`src/rtl/char_plane_writer.sv`:
```
// char_plane_writer: write-side controller for the 16x32 character plane.
// Takes a valid/ready byte stream of character IDs, keeps a text cursor,
// handles CR/LF/FF (and optionally BS) and drives the plane's write port.
// All plane-write and cursor outputs are registered.
// Optional feature macro: CHAR_PLANE_BACKSPACE_EN. When it is defined,
// 0x08 moves the cursor back and blanks the cell. Otherwise 0x08 is printable.
module char_plane_writer #(
  parameter int ROW_NUMBER     = 16,
  parameter int COL_NUMBER     = 32,
  parameter int ROW_BIT_LEN    = 4,
  parameter int COL_BIT_LEN    = 5,
  parameter int CHAR_ID_LENGTH = 8,
  parameter logic [CHAR_ID_LENGTH-1:0] BLANK_ID = 8'h20
) (
  input  logic                      clock,
  input  logic                      reset_n,
  input  logic [CHAR_ID_LENGTH-1:0] char_in,
  input  logic                      char_valid,
  output logic                      char_ready,
  output logic [CHAR_ID_LENGTH-1:0] wr_data,
  output logic [ROW_BIT_LEN-1:0]    wr_row,
  output logic [COL_BIT_LEN-1:0]    wr_col,
  output logic                      wr_we,
  output logic [ROW_BIT_LEN-1:0]    cursor_row,
  output logic [COL_BIT_LEN-1:0]    cursor_col,
  output logic                      busy
);

  localparam logic [ROW_BIT_LEN-1:0] ROW_LAST = ROW_BIT_LEN'(ROW_NUMBER - 1);
  localparam logic [COL_BIT_LEN-1:0] COL_LAST = COL_BIT_LEN'(COL_NUMBER - 1);
  localparam logic [ROW_BIT_LEN-1:0] ROW_ONE  = ROW_BIT_LEN'(1);
  localparam logic [COL_BIT_LEN-1:0] COL_ONE  = COL_BIT_LEN'(1);

  localparam logic [CHAR_ID_LENGTH-1:0] CODE_CR = CHAR_ID_LENGTH'('h0D);
  localparam logic [CHAR_ID_LENGTH-1:0] CODE_LF = CHAR_ID_LENGTH'('h0A);
  localparam logic [CHAR_ID_LENGTH-1:0] CODE_FF = CHAR_ID_LENGTH'('h0C);
`ifdef CHAR_PLANE_BACKSPACE_EN
  localparam logic [CHAR_ID_LENGTH-1:0] CODE_BS = CHAR_ID_LENGTH'('h08);
`endif

  typedef enum logic [1:0] {
    CLEAR_ALL  = 2'd0,
    IDLE       = 2'd1,
    CLEAR_LINE = 2'd2
  } state_t;

  state_t state, state_next;

  // Clear walker: clr_end marks that the final cell has already been issued,
  // so the next cycle only returns to IDLE.
  logic [ROW_BIT_LEN-1:0]    clr_row, clr_row_next;
  logic [COL_BIT_LEN-1:0]    clr_col, clr_col_next;
  logic                      clr_end, clr_end_next;

  logic [ROW_BIT_LEN-1:0]    cur_row_next;
  logic [COL_BIT_LEN-1:0]    cur_col_next;
  logic                      we_next;
  logic [CHAR_ID_LENGTH-1:0] data_next;
  logic [ROW_BIT_LEN-1:0]    row_next;
  logic [COL_BIT_LEN-1:0]    col_next;

  logic [ROW_BIT_LEN-1:0]    row_inc;
  logic                      accept;

  assign char_ready = (state == IDLE) && reset_n;
  assign busy       = (state != IDLE);
  assign accept     = char_valid && (state == IDLE);
  assign row_inc    = (cursor_row == ROW_LAST) ? '0 : cursor_row + ROW_ONE;

  // State, cursor, clear walker and registered write port.
  always_ff @(posedge clock) begin
    if (!reset_n) begin
      state      <= CLEAR_ALL;
      cursor_row <= '0;
      cursor_col <= '0;
      clr_row    <= '0;
      clr_col    <= '0;
      clr_end    <= 1'b0;
      wr_we      <= 1'b0;
      wr_data    <= '0;
      wr_row     <= '0;
      wr_col     <= '0;
    end else begin
      state      <= state_next;
      cursor_row <= cur_row_next;
      cursor_col <= cur_col_next;
      clr_row    <= clr_row_next;
      clr_col    <= clr_col_next;
      clr_end    <= clr_end_next;
      wr_we      <= we_next;
      wr_data    <= data_next;
      wr_row     <= row_next;
      wr_col     <= col_next;
    end
  end

  // Next-state, cursor and write-port decode.
  always_comb begin
    state_next   = state;
    cur_row_next = cursor_row;
    cur_col_next = cursor_col;
    clr_row_next = clr_row;
    clr_col_next = clr_col;
    clr_end_next = clr_end;
    we_next      = 1'b0;
    data_next    = wr_data;
    row_next     = wr_row;
    col_next     = wr_col;

    unique case (state)
      CLEAR_ALL: begin
        if (clr_end) begin
          state_next = IDLE;
        end else begin
          we_next   = 1'b1;
          data_next = BLANK_ID;
          row_next  = clr_row;
          col_next  = clr_col;
          if (clr_col == COL_LAST) begin
            clr_col_next = '0;
            if (clr_row == ROW_LAST) begin
              clr_end_next = 1'b1;
            end else begin
              clr_row_next = clr_row + ROW_ONE;
            end
          end else begin
            clr_col_next = clr_col + COL_ONE;
          end
        end
      end

      CLEAR_LINE: begin
        if (clr_end) begin
          state_next = IDLE;
        end else begin
          we_next   = 1'b1;
          data_next = BLANK_ID;
          row_next  = cursor_row;
          col_next  = clr_col;
          if (clr_col == COL_LAST) begin
            clr_col_next = '0;
            clr_end_next = 1'b1;
          end else begin
            clr_col_next = clr_col + COL_ONE;
          end
        end
      end

      IDLE: begin
        if (accept) begin
          case (char_in)
            CODE_CR: begin
              cur_col_next = '0;
            end
            CODE_LF: begin
              cur_col_next = '0;
              cur_row_next = row_inc;
              state_next   = CLEAR_LINE;
              clr_col_next = '0;
              clr_end_next = 1'b0;
            end
            CODE_FF: begin
              cur_row_next = '0;
              cur_col_next = '0;
              state_next   = CLEAR_ALL;
              clr_row_next = '0;
              clr_col_next = '0;
              clr_end_next = 1'b0;
            end
`ifdef CHAR_PLANE_BACKSPACE_EN
            CODE_BS: begin
              // Backspace never crosses into the previous row.
              if (cursor_col != '0) begin
                cur_col_next = cursor_col - COL_ONE;
                we_next      = 1'b1;
                data_next    = BLANK_ID;
                row_next     = cursor_row;
                col_next     = cursor_col - COL_ONE;
              end
            end
`endif
            default: begin
              we_next   = 1'b1;
              data_next = char_in;
              row_next  = cursor_row;
              col_next  = cursor_col;
              if (cursor_col == COL_LAST) begin
                // Glyph in the last column behaves as glyph followed by LF.
                cur_col_next = '0;
                cur_row_next = row_inc;
                state_next   = CLEAR_LINE;
                clr_col_next = '0;
                clr_end_next = 1'b0;
              end else begin
                cur_col_next = cursor_col + COL_ONE;
              end
            end
          endcase
        end
      end

      default: begin
        state_next = CLEAR_ALL;
      end
    endcase
  end

endmodule

```
`config.mk`:
```
export PLATFORM = sky130hd
export DESIGN_NAME = char_plane_writer
export DESIGN_NICKNAME = d
export VERILOG_FILES = /design/src/rtl/char_plane_writer.sv
export SDC_FILE = /design/constraint.sdc
export NUM_CORES = 1
export LEC_CHECK = 0
export CAP_MARGIN = 10
export CORE_ASPECT_RATIO = 0.9
export CORE_MARGIN = 4
export CORE_UTILIZATION = 55
export CTS_CLUSTER_SIZE = 40
export DETAILED_ROUTE_END_ITERATION = 8
export HOLD_SLACK_MARGIN = 0.08
export PLACE_DENSITY = 0.92
export SLEW_MARGIN = 20
export SYNTH_ARGS = -nofsm -noshare
export SYNTH_HDL_FRONTEND = slang
export SYNTH_SLANG_ARGS = --single-unit
```
`constraint.sdc`:
```
create_clock -name clock -period 3.3 [get_ports clock]
set_input_delay 0.33 -clock clock [delete_from_list [all_inputs] [get_ports clock]]
set_output_delay 0.33 -clock clock [all_outputs]
set_load 0.02 [all_outputs]
```
# Word level (Yosys, flattened, before mapping)
# Cells that the tools add are included.
[word_totals]
register_bits = 39
inputBits = 11
out_inout_bits = 29
wordCells = 103
[op_classes]
addsub = 4
n_eq_ne = 22
mux = 48
bitwise = 1
n_reduce_logical = 18
[op_table]
columns = ["operator", "n"]
rows = [
  ["2-to-1 mux 5 bit", 9],
  ["2-to-1 mux 4 bit", 11],
  ["case mux 5 bit (2 select lines)", 3],
  ["equality test 8 x 4 -> 1 bit, second input constant", 3],
  ["2-to-1 mux 8 bit", 3],
  ["case mux 4 bit (3 select lines)", 2],
  ["inequality test 2 bit, second input constant", 8],
  ["case mux 8 bit (2 select lines)", 1],
  ["AND reduction 4 bit", 4],
  ["adder 5 x 1 -> 5 bit, second input constant", 2],
  ["equality test 5 bit, second input constant", 2],
  ["2-to-1 mux 1 bit", 10],
  ["AND reduction 5 bit", 2],
  ["adder 4 x 1 -> 4 bit, second input constant", 2],
  ["equality test 4 bit, second input constant", 2],
  ["case mux 4 bit (2 select lines)", 1],
  ["2-to-1 mux 2 bit", 3],
  ["inequality test 2 x 1 -> 1 bit, second input constant", 3],
  ["case mux 2 bit (3 select lines)", 1],
  ["AND reduction 6 bit", 1],
  ["nonzero test 3 bit", 2],
  ["inequality test 4 x 1 -> 1 bit, second input constant", 1],
  ["case mux 1 bit (2 select lines)", 2],
  ["case mux 2 bit (2 select lines)", 1],
  ["other kinds (11)", 14],
]

# Longest topological paths before layout
[depth]
depth_word = 5
mapped_depth = 8
mapped_depth_nobuf = 8

# Least setup slack after synthesis
# OpenSTA, ideal clock, no wires.
[synth_path]
kind = "register to register"
start = "reg cursor_col[0]"
end = "reg cursor_row[0]"
setup_ns = 0.058
arrival_time_ns = 1.990
required_ns = 3.242
setup_slack_ns = 1.252
path_stages_with_launch = 8
n_path_buf = 0
period_less_slack_ns = 2.048
cell_sequence = "dfxtp_1 ha_1 and3_1 ha_1 o31ai_1 a2111o_1 a311oi_1 a31o_2"
[synth_between]
elab_chain_cells = 3
[synth_rtl]
columns = ["item", "line", "text"]
rows = [
  ["start: declaration", "25", "output logic [COL_BIT_LEN-1:0] cursor_col,"],
  ["start signal: assignment", "86", "cursor_col <= cur_col_next;"],
  ["equality test 5 bit", "187", "if (cursor_col == COL_LAST) begin"],
  ["nonzero test 3 bit (no source line)", "n/a", ""],
  ["AND reduction 4 bit (no source line)", "n/a", ""],
  ["end signal: assignment", "85", "cursor_row <= cur_row_next;"],
  ["end: declaration", "24", "output logic [ROW_BIT_LEN-1:0] cursor_row,"],
]
# No other way between the ends.
# A chain may end at the register's enable or synchronous reset.

# Worst setup path in the final report
[layout_path]
start = "reg state[1]"
end = "out char_ready"
[layout_between]
elab_chain_cells = 2
[layout_rtl]
columns = ["item", "line", "text"]
rows = [
  ["start: declaration", "47", "state_t state, state_next;"],
  ["start signal: assignment", "84", "state <= state_next;"],
  ["equality test 2 x 1 -> 1 bit", "65", "assign char_ready = (state == IDLE) && reset_n;"],
  ["logical AND 1 bit", "65", ""],
  ["end: declaration", "19", "output logic char_ready,"],
]
# No other way between the ends.

==> flow_metrics.py <==
metrics = {
    "logic_synthesis": {
        "synth-async-reset-ratio_pct": 0,
        "ys_seq_area_share_pct": 38.5,
        "syn-cell-area_um2": 2030,
        "synth_edf_count": 0,
        "syn-instance-count": 232,
        "syn_avg_cell_area_um2": 8.73,
        "synth_seq_cells": 39,
        "ys_types": 48,
        "yosysTopAreaCell": "dfxtp_1",
        "synth_common_cells": "dfxtp_1, nor2_1, a21oi_1, nand2_1, nand3_1",
        "synth_flop_cell": "dfxtp_1",
        "synth_fp_nets": 253,
        "synth_most_common_cell": "dfxtp_1",
        "synth_top_area_share_pct": 38.5,
        "yosys_warnings": 0,
        "synthTopCellsByArea": "dfxtp_1, ha_1, mux2i_1, a21oi_1, nor2_1",
    },
    "power": {
        "netSwitchingPower_mw": 0.196,
        "leakage_nw": 0.907,
        "power_frac_seq_pct": 52.4,
        "ir_worst_vdd_v": 0.000485,
        "p_int_mw": 0.726,
        "swShare_pct": 21.3,
        "clkPwrFrac_pct": 41.3,
        "power_density_nw_per_um2": 361,
        "pwr-share-comb_pct": 6.3,
    },
    "final_layout": {
        "num_antenna_cells": 0,
        "syn_to_final_growth_pct": 26.1,
        "fin_nets": 293,
        "drive_above_1_share_pct": 8.46,
        "fill_cells": 277,
    },
    "sta": {
        "slew_violations": 0,
        "finalSetupViolCount": 0,
        "fin_crit_sh_pct": 86.3,
        "tns_ns": 0,
        "worst_pin_slew_ns": 0.774,
        "fmax_ghz": 0.351,
        "slew_headroom_pct": 47.9,
        "hold_ws_ns": 0.453,
        "final_hold_viol_count": 0,
        "skew_ns": 0.00309,
        "rsz0062_at_grt": "false",
        "fin_crit_ns": 2.85,
    },
    "clock_network": {
        "numCtsBuffers": 5,
        "clk_latency_ns": 0.29,
        "post-cts-setup-buffer-count": 0,
        "h-tree-depth": 2,
        "cts_hold_buf": 0,
        "cts-resized-gates": 0,
        "cts_max_path_buffers": 2,
        "cts.sink_count": 39,
        "cts_tree": "yes",
        "clk_pin_slew_ns": 0.07,
        "clockRootBuffer": "clkbuf_8",
    },
    "placement": {
        "dp_hpwl_mm": 3.77,
        "port_buffers": 39,
        "globalplace.congestion": 0.890,
    },
    "global_route": {
        "grt_pass1_vias": 1873,
        "grt_pass1_wl_mm": 8.76,
        "antenna_found_initial": 0,
        "overflow": 0,
        "grt_max_degree": 31,
        "grtUsageTotal_pct": 23.6,
    },
    "routing": {
        "routedWlPerCell_um": 16.5,
        "vias_per_cell": 6.06,
        "drtIter0Drc": 142,
        "drt_pass1_iterations": 4,
        "totalWireLength_mm": 5.22,
        "vias": 1915,
        "drc_errors": 0,
        "drtAntennaViolNets": 0,
    },
    "die": {
        "die_x_um": 72.0,
        "fp.coreArea_um2": 3450,
        "rows": 20,
        "dieArea_um2": 4720,
        "start_util_pct": 58.7,
        "die_y_um": 65.6,
        "io-pin-count": 40,
    },
    "critical_path": {
        "crit_arrival_ns": 2.52,
        "start_kind": "flip-flop",
        "required_ns": 2.97,
        "cp-end-kind": "output port",
        "crit_fanout": 13,
        "path_class": "flip-flop to output port",
    },
    "flow_run": {
        "drv_cap": 0,
    },
    "run_status": {
        "status": "complete, no violations",
    },
    "hold_path": {
        "worstHoldPathType": "flip-flop to flip-flop",
    },
}
==> path summary, 6_finish.rpt <==
kind                                               from                         end  slack [ns]  cells past startpoint
worst min register to register  wr_data[2]$_SDFFE_PN0P_     wr_data[2]$_SDFFE_PN0P_        0.45                      2
worst min-delay path            wr_data[2]$_SDFFE_PN0P_     wr_data[2]$_SDFFE_PN0P_        0.45                      2
worst max-delay path              state[1]$_SDFFE_PN0P_                  char_ready        0.45                      5
worst max register to register    state[1]$_SDFFE_PN0P_  cursor_row[2]$_SDFFE_PN0P_        0.64                      7
==> area by class of cell <==
class | count | area [um^2] | area share [%]
multi-input cells | 177 | 1170 | 45.9
flip-flops and latches | 39 | 781 | 30.6
repair buffers | 43 | 420 | 16.5
clock buffers | 6 | 72.6 | 2.84
well taps | 44 | 55.1 | 2.16
clock inverters | 1 | 30.0 | 1.18
inverters | 6 | 22.5 | 0.882
==> placed cells by master (no fill, tap or decap), types with 6 or more instances in the layout <==
cell type / n
dfxtp_1: 39
clkdlybuf4s50_1: 39
nor2_1: 24
nand2_1: 18
a21oi_1: 18
nand3_1: 14
mux2i_1: 11
o21ai_0: 10
ha_1: 10
inv_1: 6
nor3_1: 6
==> power groups by stage <==
stage          registers, mW  logic (mW)  clock network, mW
2_1_floorplan          0.496      0.0233                  0
3_3_place_gp           0.493      0.0559                  0
3_5_place_dp           0.494      0.0572                  0
4_1_cts                0.483      0.0573              0.388
5_1_grt                0.484      0.0627              0.408
6_report               0.483      0.0577              0.381
==> flip-flops by register name (all words and copies together), names as in the netlist <==
| name | flops |
|---|---|
| clr_col | 5 |
| cursor_row | 4 |
| clr_row | 4 |
| wr_we | 1 |
| wr_data | 8 |
| wr_col | 5 |
| wr_row | 4 |
| cursor_col | 5 |
| state | 2 |
| clr_end | 1 |
==> worst max-delay path, stage by stage (launching register included) <==
cell,delay [ns]
dfxtp_1,0.34
inv_1,0.12
ha_1,0.57
inv_1,0.30
nor2_1,0.25
clkdlybuf4s50_1,0.65
==> cells by family after synthesis <==
kind of cell	count (synthesis)	share of synthesized area, %
AOI/OAI and AO/OA	61	20.2
and+or+nand+nor	91	23.8
muxes	15	7.66
buffers and inverters	16	3.58
adders and majority gates	10	6.18
DFF	39	38.5
==> layer usage <==
metal	vias up	wire [um]	share of wire (%)	track usage (%)
met1	895	2360	45	30.8
met4	0	87	1.7	8.45
met3	10	301	5.8	5.81
met5	-	0	0	0
met2	65	2480	47	37.8
li1	945	-	-	-
==> metrics by stage <==
stage	util [%]	worst slack (ns)	power, mW	cell area [um^2]	std cells
5_1_grt	73.9	0.363	0.955	2550	316
6_report	73.9	0.452	0.922	2550	316
3_3_place_gp	71.0	0.804	0.549	2450	309
2_1_floorplan	-	1.25	0.520	2030	232
3_5_place_dp	71.0	0.690	0.551	2450	309
4_1_cts	73.9	0.484	0.928	2550	316
(Power assumes the default switching activity.)
